### src/rtl/rr_mux_arbiter_pkg.sv
`default_nettype none
// ============================================================================
// Module   : rr_mux_arbiter_pkg
// Purpose  : Shared constants, state encoding and helpers for the
//            round-robin packet arbiter.
// Revision : 1.0 - initial release
// ============================================================================
package rr_mux_arbiter_pkg;

  localparam int NUM_REQ = 4;
  localparam int SEL_W   = 2;

  typedef enum logic [0:0] {
    IDLE = 1'b0,
    BUSY = 1'b1
  } state_t;

  // One-hot decode of a requester index
  function automatic logic [NUM_REQ-1:0] onehot_from_idx(input logic [SEL_W-1:0] idx);
    return NUM_REQ'(1) << idx;
  endfunction

endpackage
`default_nettype wire

### src/rtl/rr_mux_arbiter_if.sv
`default_nettype none
// ============================================================================
// Module   : rr_mux_arbiter_if
// Purpose  : Producer-side and consumer-side channel bundle for the arbiter.
//            The slave modport is the arbiter's view.
// Revision : 1.0 - initial release
// ============================================================================
interface rr_mux_arbiter_if #(
  parameter int DATA_W = 4
);
  import rr_mux_arbiter_pkg::*;

  logic [NUM_REQ-1:0] req;
  logic [DATA_W-1:0]  data_a;
  logic [DATA_W-1:0]  data_b;
  logic [DATA_W-1:0]  data_c;
  logic [DATA_W-1:0]  data_d;
  logic [NUM_REQ-1:0] last;
  logic [NUM_REQ-1:0] gnt;
  logic [NUM_REQ-1:0] req_ready;
  logic               out_valid;
  logic [DATA_W-1:0]  out_data;
  logic               out_last;
  logic               out_ready;
  logic [SEL_W-1:0]   sel;
  logic               overrun;

  modport slave (
    input  req, data_a, data_b, data_c, data_d, last, out_ready,
    output gnt, req_ready, out_valid, out_data, out_last, sel, overrun
  );

  modport master (
    output req, data_a, data_b, data_c, data_d, last, out_ready,
    input  gnt, req_ready, out_valid, out_data, out_last, sel, overrun
  );

endinterface
`default_nettype wire

### src/rtl/rr_mux_arbiter_pick4.sv
`default_nettype none
// ============================================================================
// Module   : rr_pick4
// Purpose  : Combinational round-robin search: first set request bit found
//            starting at ptr and wrapping modulo 4.
// Revision : 1.0 - initial release
// ============================================================================
module rr_pick4
  import rr_mux_arbiter_pkg::*;
(
  input  logic [NUM_REQ-1:0] req,
  input  logic [SEL_W-1:0]   ptr,
  output logic               found,
  output logic [SEL_W-1:0]   idx
);

  logic [SEL_W-1:0] cand;

  // Scan from the farthest offset back to ptr so the nearest hit wins
  always_comb begin
    found = 1'b0;
    idx   = ptr;
    cand  = '0;
    for (int i = NUM_REQ - 1; i >= 0; i--) begin
      cand = ptr + SEL_W'(i);
      if (req[cand]) begin
        found = 1'b1;
        idx   = cand;
      end
    end
  end

endmodule
`default_nettype wire

### src/rtl/rr_mux_arbiter.sv
`default_nettype none
// ============================================================================
// Module   : rr_mux_arbiter
// Purpose  : Four-way round-robin packet arbiter onto one valid/ready
//            channel. A grant is held until a last beat (or an overrun of
//            MAX_BEATS) is accepted; one IDLE cycle separates packets.
// Revision : 1.0 - initial release
// ============================================================================
module rr_mux_arbiter
  import rr_mux_arbiter_pkg::*;
#(
  parameter int DATA_W    = 4,
  parameter int MAX_BEATS = 16
) (
  input  logic            clk,
  input  logic            rst_n,
  rr_mux_arbiter_if.slave bus
);

  localparam int             CNT_W     = $clog2(MAX_BEATS) + 1;
  localparam logic [CNT_W-1:0] CNT_LIMIT = CNT_W'(MAX_BEATS - 1);

  state_t             state;
  logic [SEL_W-1:0]   ptr;
  logic [SEL_W-1:0]   sel_q;
  logic [NUM_REQ-1:0] gnt_q;
  logic [CNT_W-1:0]   beat_cnt;
  logic               overrun_q;

  logic               found;
  logic [SEL_W-1:0]   pick_idx;
  logic               busy;
  logic [DATA_W-1:0]  mux_data;
  logic               xfer;

  rr_pick4 u_pick (
    .req   (bus.req),
    .ptr   (ptr),
    .found (found),
    .idx   (pick_idx)
  );

  assign busy = (state == BUSY);

  // 4:1 data select from the granted port
  always_comb begin
    mux_data = '0;
    case (sel_q)
      2'd0:    mux_data = bus.data_a;
      2'd1:    mux_data = bus.data_b;
      2'd2:    mux_data = bus.data_c;
      default: mux_data = bus.data_d;
    endcase
  end

  // Outputs are gated by BUSY so IDLE and reset present an empty channel
  assign bus.out_valid = busy & bus.req[sel_q];
  assign bus.out_last  = busy & bus.last[sel_q];
  assign bus.out_data  = busy ? mux_data : '0;
  assign xfer          = bus.out_valid & bus.out_ready;

  assign bus.gnt       = gnt_q;
  assign bus.req_ready = gnt_q & {NUM_REQ{bus.out_ready}};
  assign bus.sel       = sel_q;
  assign bus.overrun   = overrun_q;

  // Grant FSM: pick in IDLE, hold through the packet, release on last/overrun
  always_ff @(posedge clk or negedge rst_n) begin
    if (!rst_n) begin
      state     <= IDLE;
      ptr       <= '0;
      sel_q     <= '0;
      gnt_q     <= '0;
      beat_cnt  <= '0;
      overrun_q <= 1'b0;
    end else begin
      case (state)
        IDLE: begin
          if (found) begin
            sel_q <= pick_idx;
            gnt_q <= onehot_from_idx(pick_idx);
            state <= BUSY;
          end
        end
        BUSY: begin
          if (xfer) begin
            if (bus.out_last || beat_cnt == CNT_LIMIT) begin
              if (!bus.out_last) begin
                overrun_q <= 1'b1;
              end
              state    <= IDLE;
              gnt_q    <= '0;
              ptr      <= sel_q + SEL_W'(1);
              beat_cnt <= '0;
            end else begin
              beat_cnt <= beat_cnt + CNT_W'(1);
            end
          end
        end
        default: begin
          state <= IDLE;
          gnt_q <= '0;
        end
      endcase
    end
  end

endmodule
`default_nettype wire

### src/flat_wrapper.sv
// flat-port wrapper written by rule: the top's interface ports become plain ports
module rr_mux_arbiter_flat import rr_mux_arbiter_pkg::*;
#(
  parameter int DATA_W    = 4,
  parameter int MAX_BEATS = 16
)
  (clk, rst_n, bus_req, bus_data_a, bus_data_b, bus_data_c, bus_data_d, bus_last, bus_out_ready, bus_gnt, bus_req_ready, bus_out_valid, bus_out_data, bus_out_last, bus_sel, bus_overrun);
  rr_mux_arbiter_if #(.DATA_W(DATA_W)) bus_i ();
  input  logic clk;
  input  logic rst_n;
  input wire logic [$bits(bus_i.req)-1:0] bus_req;
  input wire logic [$bits(bus_i.data_a)-1:0] bus_data_a;
  input wire logic [$bits(bus_i.data_b)-1:0] bus_data_b;
  input wire logic [$bits(bus_i.data_c)-1:0] bus_data_c;
  input wire logic [$bits(bus_i.data_d)-1:0] bus_data_d;
  input wire logic [$bits(bus_i.last)-1:0] bus_last;
  input wire logic [$bits(bus_i.out_ready)-1:0] bus_out_ready;
  output wire logic [$bits(bus_i.gnt)-1:0] bus_gnt;
  output wire logic [$bits(bus_i.req_ready)-1:0] bus_req_ready;
  output wire logic [$bits(bus_i.out_valid)-1:0] bus_out_valid;
  output wire logic [$bits(bus_i.out_data)-1:0] bus_out_data;
  output wire logic [$bits(bus_i.out_last)-1:0] bus_out_last;
  output wire logic [$bits(bus_i.sel)-1:0] bus_sel;
  output wire logic [$bits(bus_i.overrun)-1:0] bus_overrun;
  assign bus_i.req = bus_req;
  assign bus_i.data_a = bus_data_a;
  assign bus_i.data_b = bus_data_b;
  assign bus_i.data_c = bus_data_c;
  assign bus_i.data_d = bus_data_d;
  assign bus_i.last = bus_last;
  assign bus_i.out_ready = bus_out_ready;
  assign bus_gnt = bus_i.gnt;
  assign bus_req_ready = bus_i.req_ready;
  assign bus_out_valid = bus_i.out_valid;
  assign bus_out_data = bus_i.out_data;
  assign bus_out_last = bus_i.out_last;
  assign bus_sel = bus_i.sel;
  assign bus_overrun = bus_i.overrun;
  rr_mux_arbiter #(.DATA_W(DATA_W), .MAX_BEATS(MAX_BEATS)) u_core (.clk(clk), .rst_n(rst_n), .bus(bus_i));
endmodule
### config.mk
export PLATFORM = sky130hd
export DESIGN_NAME = rr_mux_arbiter_flat
export DESIGN_NICKNAME = d
export VERILOG_FILES = /design/src/rtl/rr_mux_arbiter_pkg.sv /design/src/rtl/rr_mux_arbiter_if.sv /design/src/rtl/rr_mux_arbiter_pick4.sv /design/src/rtl/rr_mux_arbiter.sv /design/src/flat_wrapper.sv
export SDC_FILE = /design/constraint.sdc
export NUM_CORES = 1
export LEC_CHECK = 0
export CORE_ASPECT_RATIO = 2
export CORE_UTILIZATION = 38
export CTS_CLUSTER_SIZE = 10
export DETAILED_ROUTE_END_ITERATION = 10
export GPL_ROUTABILITY_DRIVEN = 1
export GPL_TIMING_DRIVEN = 0
export MAX_ROUTING_LAYER = met4
export PLACE_DENSITY = 0.75
export SLEW_MARGIN = 30
export SYNTH_ARGS = -nofsm -noshare
export SYNTH_HDL_FRONTEND = slang
export SYNTH_HIERARCHICAL = 1
export SYNTH_SLANG_ARGS = --single-unit
### constraint.sdc
create_clock -name clk -period 1.8 [get_ports clk]
set_clock_uncertainty 0.05 [all_clocks]
set_input_delay 0.45 -clock clk [delete_from_list [all_inputs] [get_ports clk]]
set_output_delay 0.45 -clock clk [all_outputs]
set_load 0.02 [all_outputs]
==> impl_metrics.env <==
export IMPL_status="complete, but fails checks"
export IMPL_violations="negative setup slack"
export IMPL_port_buffers=43
export IMPL_synth_seq_area_share_pct=35.4
export IMPL_core_mm2=0.00260
export IMPL_power_switching_mw=1.19
export IMPL_r2r_slack_ns=-0.25
export IMPL_diodes=0
export IMPL_ys_ff_latch=15
export IMPL_dieHeight_um=76.7
export IMPL_grt_pass1_vias=1177
export IMPL_post_dp_hpwl_um=2270
export IMPL_seqCellArea_um2=378
export IMPL_drive_gt1_share_pct=33.7
export IMPL_cp_max_fo=4
export IMPL_power_density_mw_per_mm2=1590
export IMPL_cts_tree="yes"
export IMPL_h_tree_depth=1
export IMPL_intPower_mw=1.69
export IMPL_switching_share_pct=41.2
export IMPL_cts_sinks=15
export IMPL_rsz0062_at_grt="yes"
export IMPL_finalSetupTns_ns=-3.98
export IMPL_fillCellCount=206
export IMPL_syn_num_nets=148
export IMPL_die_area_mm2=0.00302
export IMPL_drc=0
export IMPL_worstSkewPairLatency_ns=0.25
export IMPL_synth_ff_type="dfrtp_1"
export IMPL_whs_path_depth=2
export IMPL_die_w_um=39.3
export IMPL_synth_edf_count=0
export IMPL_drt_iter0_drc=54
export IMPL_multi_input_area_um2=756
export IMPL_wl_um=3180
export IMPL_combPwrFrac_pct=69.8
export IMPL_wl_per_cell_um=15.7
export IMPL_p_seq_share_pct=20.7
export IMPL_p_leak_nw=0.794
export IMPL_power_share_clock_pct=9.6
export IMPL_worst_pin_slew_ns=0.681
export IMPL_yosysTopAreaCellShare_pct=35.4
export IMPL_grt_max_degree=16
export IMPL_grt_usage_pct=23.9
export IMPL_rows=26
export IMPL_critical_path_class="flip-flop to output port"
export IMPL_cp_end_kind="output port"
export IMPL_cts_root_buf="clkbuf_8"
export IMPL_initial_core_util_pct=40.7
export IMPL_gp_congestion=0.772
export IMPL_worstSetupStartpointType="flip-flop"
export IMPL_grt_pass1_wl_um=4950
export IMPL_worstPathArrival_ns=1.74
export IMPL_max_cap_viol_count=0
export IMPL_area_delta_synth_final_pct=70.6
export IMPL_netlist_instances=115
export IMPL_timing_fmax_mhz=447
export IMPL_ioPinCount=44
export IMPL_synth_most_common_cell="nand2_1"
export IMPL_final_core_util_pct=69.5
export IMPL_async_reset_ff_share_pct=100
export IMPL_yosysTopAreaCell="dfrtp_1"
export IMPL_firstDrtPassIters=5
export IMPL_synth_common_cells="17 x nand2_1, 15 x dfrtp_1, 10 x o21ai_0"
export IMPL_pre_cts_ws_ns=-0.832
export IMPL_cts_buffer_depth=2
export IMPL_final_hold_viol_count=0
export IMPL_syn_area_mm2=0.00106
export IMPL_ff2ff_path_depth=8
export IMPL_fin_crit_sh_pct=124
export IMPL_ir_drop_v=0.000833
export IMPL_nets=209
export IMPL_worstHoldPathType="flip-flop to flip-flop"
export IMPL_crit_required_ns=1.30
export IMPL_max_slew_margin_pct=54.5
export IMPL_clk_pin_slew_worst_paths_ns=0.06
export IMPL_synth_area_leaders="dfrtp_1 35%, ha_1 7.1%, nand2_1 6.0%"
export IMPL_antenna_left=0
export IMPL_period_minus_slack_ns=2.24
export IMPL_cts_buffers=3
export IMPL_yosysWarnings=6
export IMPL_overflow=0
export IMPL_drv_slew=0
export IMPL_synthDistinctLibCells=36
export IMPL_setup_viol=19
export IMPL_avgSynthCellArea_um2=9.22
export IMPL_num_vias=1117
export IMPL_fin_ws_ns=-0.438
export IMPL_antenna_found_initial=0
export IMPL_viasPerCell=5.50
## critical path: stages (launching register included)
cell and delay, ns:
dfrtp_2 0.39, buf_6 0.13, inv_8 0.04, ha_4 0.16, a222oi_1 0.38, o21ai_1 0.10
and2_4 0.16, buf_6 0.12
## cell type report
type                       instances  area share [%]
timing repair buffer              56            29.1
tap                               28            1.94
multi-input combinational         88            41.8
clock buffer                       4            2.49
buffer                             4            1.66
inverter                           8            2.08
sequential                        15            20.9
## sequential cells by signal, indices dropped and copies added, names as in the netlist
| register | count |
|---|---|
| u_core/bus.gnt | 4 |
| u_core/bus.sel | 2 |
| u_core/beat_cnt | 5 |
| u_core/ptr | 2 |
| u_core/bus.overrun | 1 |
| u_core/busy | 1 |
## cell usage in the layout (no fill, tap or decap), types with 4 or more instances in the layout
cell type	instances
a222oi_1	4
and2_1	4
and2_4	5
buf_4	10
buf_6	10
clkdlybuf4s50_1	27
dfrtp_1	13
dlygate4sd2_1	8
ha_1	4
inv_1	6
nand2_1	16
nor2_1	4
o21ai_0	4
o21ai_1	5
## final timing paths
check                                                 end                           start
hold / removal             u_core/bus.overrun$_DFFE_PN0P_  u_core/bus.overrun$_DFFE_PN0P_
max in group asynchronous   u_core/bus.sel[0]$_DFFE_PN0P_                           rst_n
setup / recovery                          bus_out_data[1]   u_core/bus.sel[0]$_DFFE_PN0P_
hold reg to reg            u_core/bus.overrun$_DFFE_PN0P_  u_core/bus.overrun$_DFFE_PN0P_
min in group asynchronous  u_core/beat_cnt[2]$_DFFE_PN0P_                           rst_n
setup reg to reg                u_core/ptr[1]$_DFFE_PN0P_   u_core/bus.sel[0]$_DFFE_PN0P_
## repair_timing
| action | in CTS | in global routing |
|---|---|---|
| hold buffers | 0 | 0 |
| pin swaps | 10 | 5 |
| endpoints found under the setup margin | 22 | 20 |
| gates resized for setup | 61 | 10 |
| gates cloned | 1 | 0 |
| buffers inserted | 9 | 3 |
## power groups by stage
stage               combinational (mW)  clock [mW]  sequential (mW)
global route                      2.16       0.295            0.617
global placement                  1.58           0            0.599
CTS                               1.89       0.282            0.590
floorplan                        0.980           0            0.647
finish                            2.01       0.276            0.595
detailed placement                1.61           0            0.607
## per-stage QoR
stage               std cells  cell area, µm²  total power, mW  hold WS [ns]
finish                    203            1810             2.88         0.445
global route              203            1810             3.07         0.492
CTS                       200            1750             2.76         0.437
detailed placement        186            1570             2.22         0.419
global placement          186            1570             2.17         0.400
floorplan                 115            1100             1.63         0.104
## routing by layer
metal	global-route usage, %	wire (µm)
met5	-	0
met2	44.3	1860
met1	22.3	1020
met3	3.47	229
met4	8.62	70
## cells by family (layout without fill, tap and decap cells)
group | Yosys count | count (layout) | synth area share [%]
AO/OA/AOI/OAI | 29 | 29 | 20.7
flip-flops | 15 | 15 | 35.4
adder cells (fa/ha/maj) | 6 | 6 | 7.08
multiplexers | 5 | 5 | 6.85
AND/OR/NAND/NOR | 48 | 48 | 24.9
buffers and inverters | 12 | 72 | 5.08
Power figures use the tool's default switching activity.
